[src/rtl/layer_controller.sv]
// rtl/layer_controller.sv - sequencer for one fully-connected layer: feed, wait, capture, drain
module layer_controller #(
    parameter int num_inputs  = 784,
    parameter int num_neurons = 30,
    parameter int data_width  = 16,
    parameter int addr_width  = (num_inputs  > 1) ? $clog2(num_inputs)  : 1,
    parameter int idx_width   = (num_neurons > 1) ? $clog2(num_neurons) : 1
) (
    input  logic                              clk,
    input  logic                              rst_n,
    input  logic                              start,
    output logic                              busy,
    output logic                              done,
    output logic                              err,
    output logic                              in_ren,
    output logic [addr_width-1:0]             in_raddr,
    input  logic [data_width-1:0]             in_rdata,
    output logic                              nrn_in_valid,
    output logic [data_width-1:0]             nrn_in,
    input  logic [num_neurons-1:0]            nrn_out_valid,
    input  logic [num_neurons*data_width-1:0] nrn_out,
    output logic                              out_valid,
    input  logic                              out_ready,
    output logic [data_width-1:0]             out_data,
    output logic [idx_width-1:0]              out_idx,
    output logic                              out_last
);

    typedef enum logic [1:0] {
        ST_IDLE,
        ST_FEED,
        ST_WAIT,
        ST_DRAIN
    } state_t;

    state_t                  state, state_next;
    logic                    busy_next, done_next, err_next;
    logic                    ren_next;
    logic [addr_width-1:0]   raddr_next;
    logic                    ov_next, ol_next;
    logic [data_width-1:0]   od_next;
    logic [idx_width-1:0]    oi_next;
    logic [idx_width-1:0]    idx_inc;
    logic                    cap_en;
    logic                    ren_d1;

    logic [data_width-1:0]   cap [num_neurons];

    assign idx_inc = out_idx + idx_width'(1);

    // Next-state and next-value decode for every registered output.
    always_comb begin
        state_next = state;
        busy_next  = busy;
        done_next  = 1'b0;
        err_next   = err;
        ren_next   = in_ren;
        raddr_next = in_raddr;
        ov_next    = out_valid;
        od_next    = out_data;
        oi_next    = out_idx;
        ol_next    = out_last;
        cap_en     = 1'b0;
        case (state)
            ST_IDLE: begin
                if (start) begin
                    state_next = ST_FEED;
                    busy_next  = 1'b1;
                    ren_next   = 1'b1;
                    raddr_next = '0;
                    err_next   = 1'b0;
                end
            end
            ST_FEED: begin
                if (in_raddr == addr_width'(num_inputs - 1)) begin
                    ren_next   = 1'b0;
                    raddr_next = '0;
                    state_next = ST_WAIT;
                end else begin
                    raddr_next = in_raddr + addr_width'(1);
                end
            end
            ST_WAIT: begin
                // The first valid from any neuron closes the wait; a partial
                // valid vector is flagged but the words are still taken.
                if (|nrn_out_valid) begin
                    cap_en     = 1'b1;
                    err_next   = err | ~(&nrn_out_valid);
                    state_next = ST_DRAIN;
                    ov_next    = 1'b1;
                    oi_next    = '0;
                    od_next    = nrn_out[data_width-1:0];
                    ol_next    = (num_neurons == 1);
                end
            end
            ST_DRAIN: begin
                if (out_valid && out_ready) begin
                    if (out_last) begin
                        ov_next    = 1'b0;
                        ol_next    = 1'b0;
                        done_next  = 1'b1;
                        busy_next  = 1'b0;
                        state_next = ST_IDLE;
                    end else begin
                        oi_next = idx_inc;
                        od_next = cap[idx_inc];
                        ol_next = (idx_inc == idx_width'(num_neurons - 1));
                    end
                end
            end
            default: state_next = ST_IDLE;
        endcase
    end

    // State and output registers, plus the two-stage activation broadcast pipe.
    always_ff @(posedge clk) begin
        if (!rst_n) begin
            state        <= ST_IDLE;
            busy         <= 1'b0;
            done         <= 1'b0;
            err          <= 1'b0;
            in_ren       <= 1'b0;
            in_raddr     <= '0;
            ren_d1       <= 1'b0;
            nrn_in_valid <= 1'b0;
            nrn_in       <= '0;
            out_valid    <= 1'b0;
            out_data     <= '0;
            out_idx      <= '0;
            out_last     <= 1'b0;
        end else begin
            state        <= state_next;
            busy         <= busy_next;
            done         <= done_next;
            err          <= err_next;
            in_ren       <= ren_next;
            in_raddr     <= raddr_next;
            ren_d1       <= in_ren;
            nrn_in_valid <= ren_d1;
            if (ren_d1) begin
                nrn_in <= in_rdata;
            end
            out_valid    <= ov_next;
            out_data     <= od_next;
            out_idx      <= oi_next;
            out_last     <= ol_next;
        end
    end

    // Capture array holds all neuron outputs for the drain; deliberately unreset.
    always_ff @(posedge clk) begin
        if (cap_en) begin
            for (int k = 0; k < num_neurons; k++) begin
                cap[k] <= nrn_out[k*data_width +: data_width];
            end
        end
    end

endmodule
[config.mk]
export PLATFORM = sky130hd
export DESIGN_NAME = layer_controller
export DESIGN_NICKNAME = d
export VERILOG_FILES = /design/src/rtl/layer_controller.sv
export SDC_FILE = /design/constraint.sdc
export NUM_CORES = 1
export LEC_CHECK = 0
export ABC_AREA = 0
export CAP_MARGIN = 20
export CORE_MARGIN = 4
export CORE_UTILIZATION = 40
export CTS_CLUSTER_SIZE = 16
export DETAILED_ROUTE_END_ITERATION = 10
export HOLD_SLACK_MARGIN = 0.05
export PLACE_DENSITY = 0.79
export SYNTH_ARGS = -nofsm -noshare
export SYNTH_HDL_FRONTEND = slang
export SYNTH_SLANG_ARGS = --single-unit
[constraint.sdc]
create_clock -name clk -period 25.1 [get_ports clk]
set_clock_uncertainty 0.1 [all_clocks]
set_input_delay 3.765 -clock clk [delete_from_list [all_inputs] [get_ports clk]]
set_output_delay 3.765 -clock clk [all_outputs]
set_load 0.01 [all_outputs]
==> impl_metrics.toml <==
[power]
swShare_pct = 25.3
p_switching_mw = 0.651
ir_drop_uv = 53.5
p_leak_nw = 9.39
power_frac_seq_pct = 50.3
power_frac_comb_pct = 18.3
clkPwrFrac_pct = 31.5
p_int_mw = 1.93
power.density_nw_per_um2 = 87.7

[yosys]
ys_ff_latch = 537
ys.warnings.count = 0
synthXorXnorAreaFrac_pct = 0.455
synthAdderAreaFrac_pct = 0.419
synth_nets = 1580
yosysSeqAreaShare_pct = 74.4
synthArstFlopShare_pct = 0
synth_area_sq_um = 20900
synth.area.top_cells = "edfxtp_1 69%, mux4_2 12%, dfxtp_1 5.5%"
synth_top_area_share_pct = 68.9
synth-edff-count = 480
synth.area.mux_share_pct = 17.2
synth_top_area_cell = "edfxtp_1"
synthCells = 1043
synth_top_family_by_area = "multiplexers"
synth_ff_type = "edfxtp_1"
yosysMostFrequentCell = "edfxtp_1"
synth.distinct_cells = 52
synth_compound_area_share_pct = 3.21
syn_area_per_cell_sq_um = 20.1
synth_commonest_cells = "480 x edfxtp_1, 112 x mux4_2, 71 x mux2_2"
yosys.area_share.simple_pct = 2.91

[global_route]
grt_antenna_before_repair = 10
grt_use_met2_pct = 38.5
first_global_vias = 13600
grt.total_usage_pct = 21.5
grt_pass1_wl_mm = 88.7
grtUsageMet1_pct = 25.1
grt_overflow = 0
busiest_layer = "met2"
met3_usage_pct = 7.22
grt_max_degree = 204

[worst_setup_path]
cp_max_fo = 64
path_common_cell = "buf_4"
critPathKind = "input pin to flop"
cp.arrival_ps = 6840
path_cells = "clkdlybuf4s50_1 > nor4_1 > nand4_1 > o21a_4 > buf_4 > buf_4 > buf_16"
crit_path_top_delay_cell = "o21a_4"
end_kind = "flop"
worstPathRequired_ps = 25260
critPathMaxStageDelay_ps = 660
r2r_slack_ps = 21480
worstSetupStartpointType = "input pin"

[detailed_routing]
drt_pass1_iterations = 7
wl_per_cell_microns = 26.1
via_per_inst = 5.26
vias = 12500
drc_errors = 0
drt_first_iter_violations = 831
ant_nets = 0
drt-total-wl_mm = 62.0

[clock_tree]
path_clk_slew_ps = 60
cts_tree = "built"
clock_latency_ps = 600
ctsHoldBuffers = 0
post-cts-setup-buffer-count = 0
clock-sinks = 537
cts_resized = 0
cts_max_level = 2
cts_made_buffers = 55
ctsLongestPathBuffers = 3
cts-root-buf = "clkbuf_16"

[cells_and_area]
fillers = 3898
drive_gt1_share_pct = 16.9
stdcell_count = 2373
syn_to_final_growth_pct = 40.5
nNetsFinal = 2184

[timing]
fin_crit_ps = 6670
slew_violations = 0
setup_tns_ps = 0
worstMarginPinSlew_ps = 1170
fmax_mhz = 150
fin_crit_sh_pct = 26.6
setup_ws_ps = 18430
setup_violations = 0
hold-worst-slack_ps = 394
rsz0062_at_grt = "no"
slew_headroom_pct = 22.1
hold_viol = 0

[die]
placementRows = 83
dieArea_sq_um = 56000
initial_core_util_pct = 40.6
io_pins = 584
die_x_microns = 237
die_y_microns = 237
core_sq_um = 51500

[place]
port_buffers = 583
dp_slack_ps = 17590
place_congestion = 0.899
dpl.cell_count = 2267
dp_hpwl_mm = 45.0

[job]
maxCapViolCount = 0

[min_path]
hp-class = "flop to flop"

[outcome]
status = "complete, no violations"
==> kinds of logic (layout without fill, tap and decap cells) <==
family,Yosys count,in the layout
AND/OR/NAND/NOR,120,120
XOR/XNOR,10,10
other,0,5
adder cells (fa/ha/maj),7,7
AO/OA/AOI/OAI,97,97
multiplexers,210,210
flip-flops,537,537
buffers and inverters,62,707
==> routing by layer <==
layer	up-vias	part of all wire (%)
met5	-	0.13
met4	12	2.1
met3	93	9.2
met2	568	52
met1	6268	36
li1	5546	-
==> cell type report <==
cell class | instances | area [sq um] | share of cell area (%)
clock buffers | 67 | 1460 | 4.98
well taps | 680 | 851 | 2.90
multi-input cells | 444 | 5110 | 17.4
clock inverters | 31 | 315 | 1.07
diodes | 5 | 12.5 | 0.0426
flip-flops and latches | 537 | 15600 | 53.0
repair buffers | 601 | 6040 | 20.6
inverters | 8 | 30.0 | 0.102
==> critical path: cells and delay by family <==
| family | cells | cell delay [ps] |
|---|---|---|
| compound gates | 1 | 660 |
| buf+inv | 4 | 1940 |
| simple gates | 2 | 370 |
==> per-stage QoR <==
| step | util (%) | power [mW] | area [sq um] |
|---|---|---|---|
| floorplan | - | 1.65 | 20900 |
| finish | 57.0 | 2.58 | 29400 |
| global route | 57.0 | 2.69 | 29400 |
| detailed placement | 53.4 | 1.78 | 27500 |
| CTS | 56.9 | 2.60 | 29300 |
| global placement | 53.4 | 1.75 | 27500 |
==> cell usage in the layout, fill, tap and decap left out, types with 16 or more instances in the layout <==
cell type,instances
clkdlybuf4s50_1,583
mux2i_1,27
nor4_1,16
edfxtp_1,480
nor2_1,40
mux2_2,71
mux4_2,112
dfxtp_1,56
o21ai_0,22
a21oi_1,19
clkbuf_16,57
==> registers in the layout, indices dropped and copies added, names as in the netlist <==
register / flops
cap: 480
nrn_in: 16
out_data: 16
in_raddr: 10
out_idx: 5
state: 2
busy: 1
done: 1
err: 1
in_ren: 1
nrn_in_valid: 1
out_last: 1
out_valid: 1
ren_d1: 1
==> final timing paths <==
kind / cells after the start / end / from
setup / recovery: 7 / cap[16][8] / nrn_out_valid[1]
hold / removal: 2 / nrn_in[2] / nrn_in[2]
setup reg to reg: 6 / out_data[10] / out_idx[0]
hold reg to reg: 2 / nrn_in[2] / nrn_in[2]
==> power groups by stage <==
| stage | clock, mW | combinational, mW | sequential [mW] |
|---|---|---|---|
| floorplan | 0 | 0.233 | 1.42 |
| global placement | 0 | 0.455 | 1.30 |
| detailed placement | 0 | 0.467 | 1.32 |
| finish | 0.811 | 0.471 | 1.30 |
| CTS | 0.828 | 0.468 | 1.30 |
| global route | 0.869 | 0.508 | 1.31 |
(Power assumes the default switching activity.)
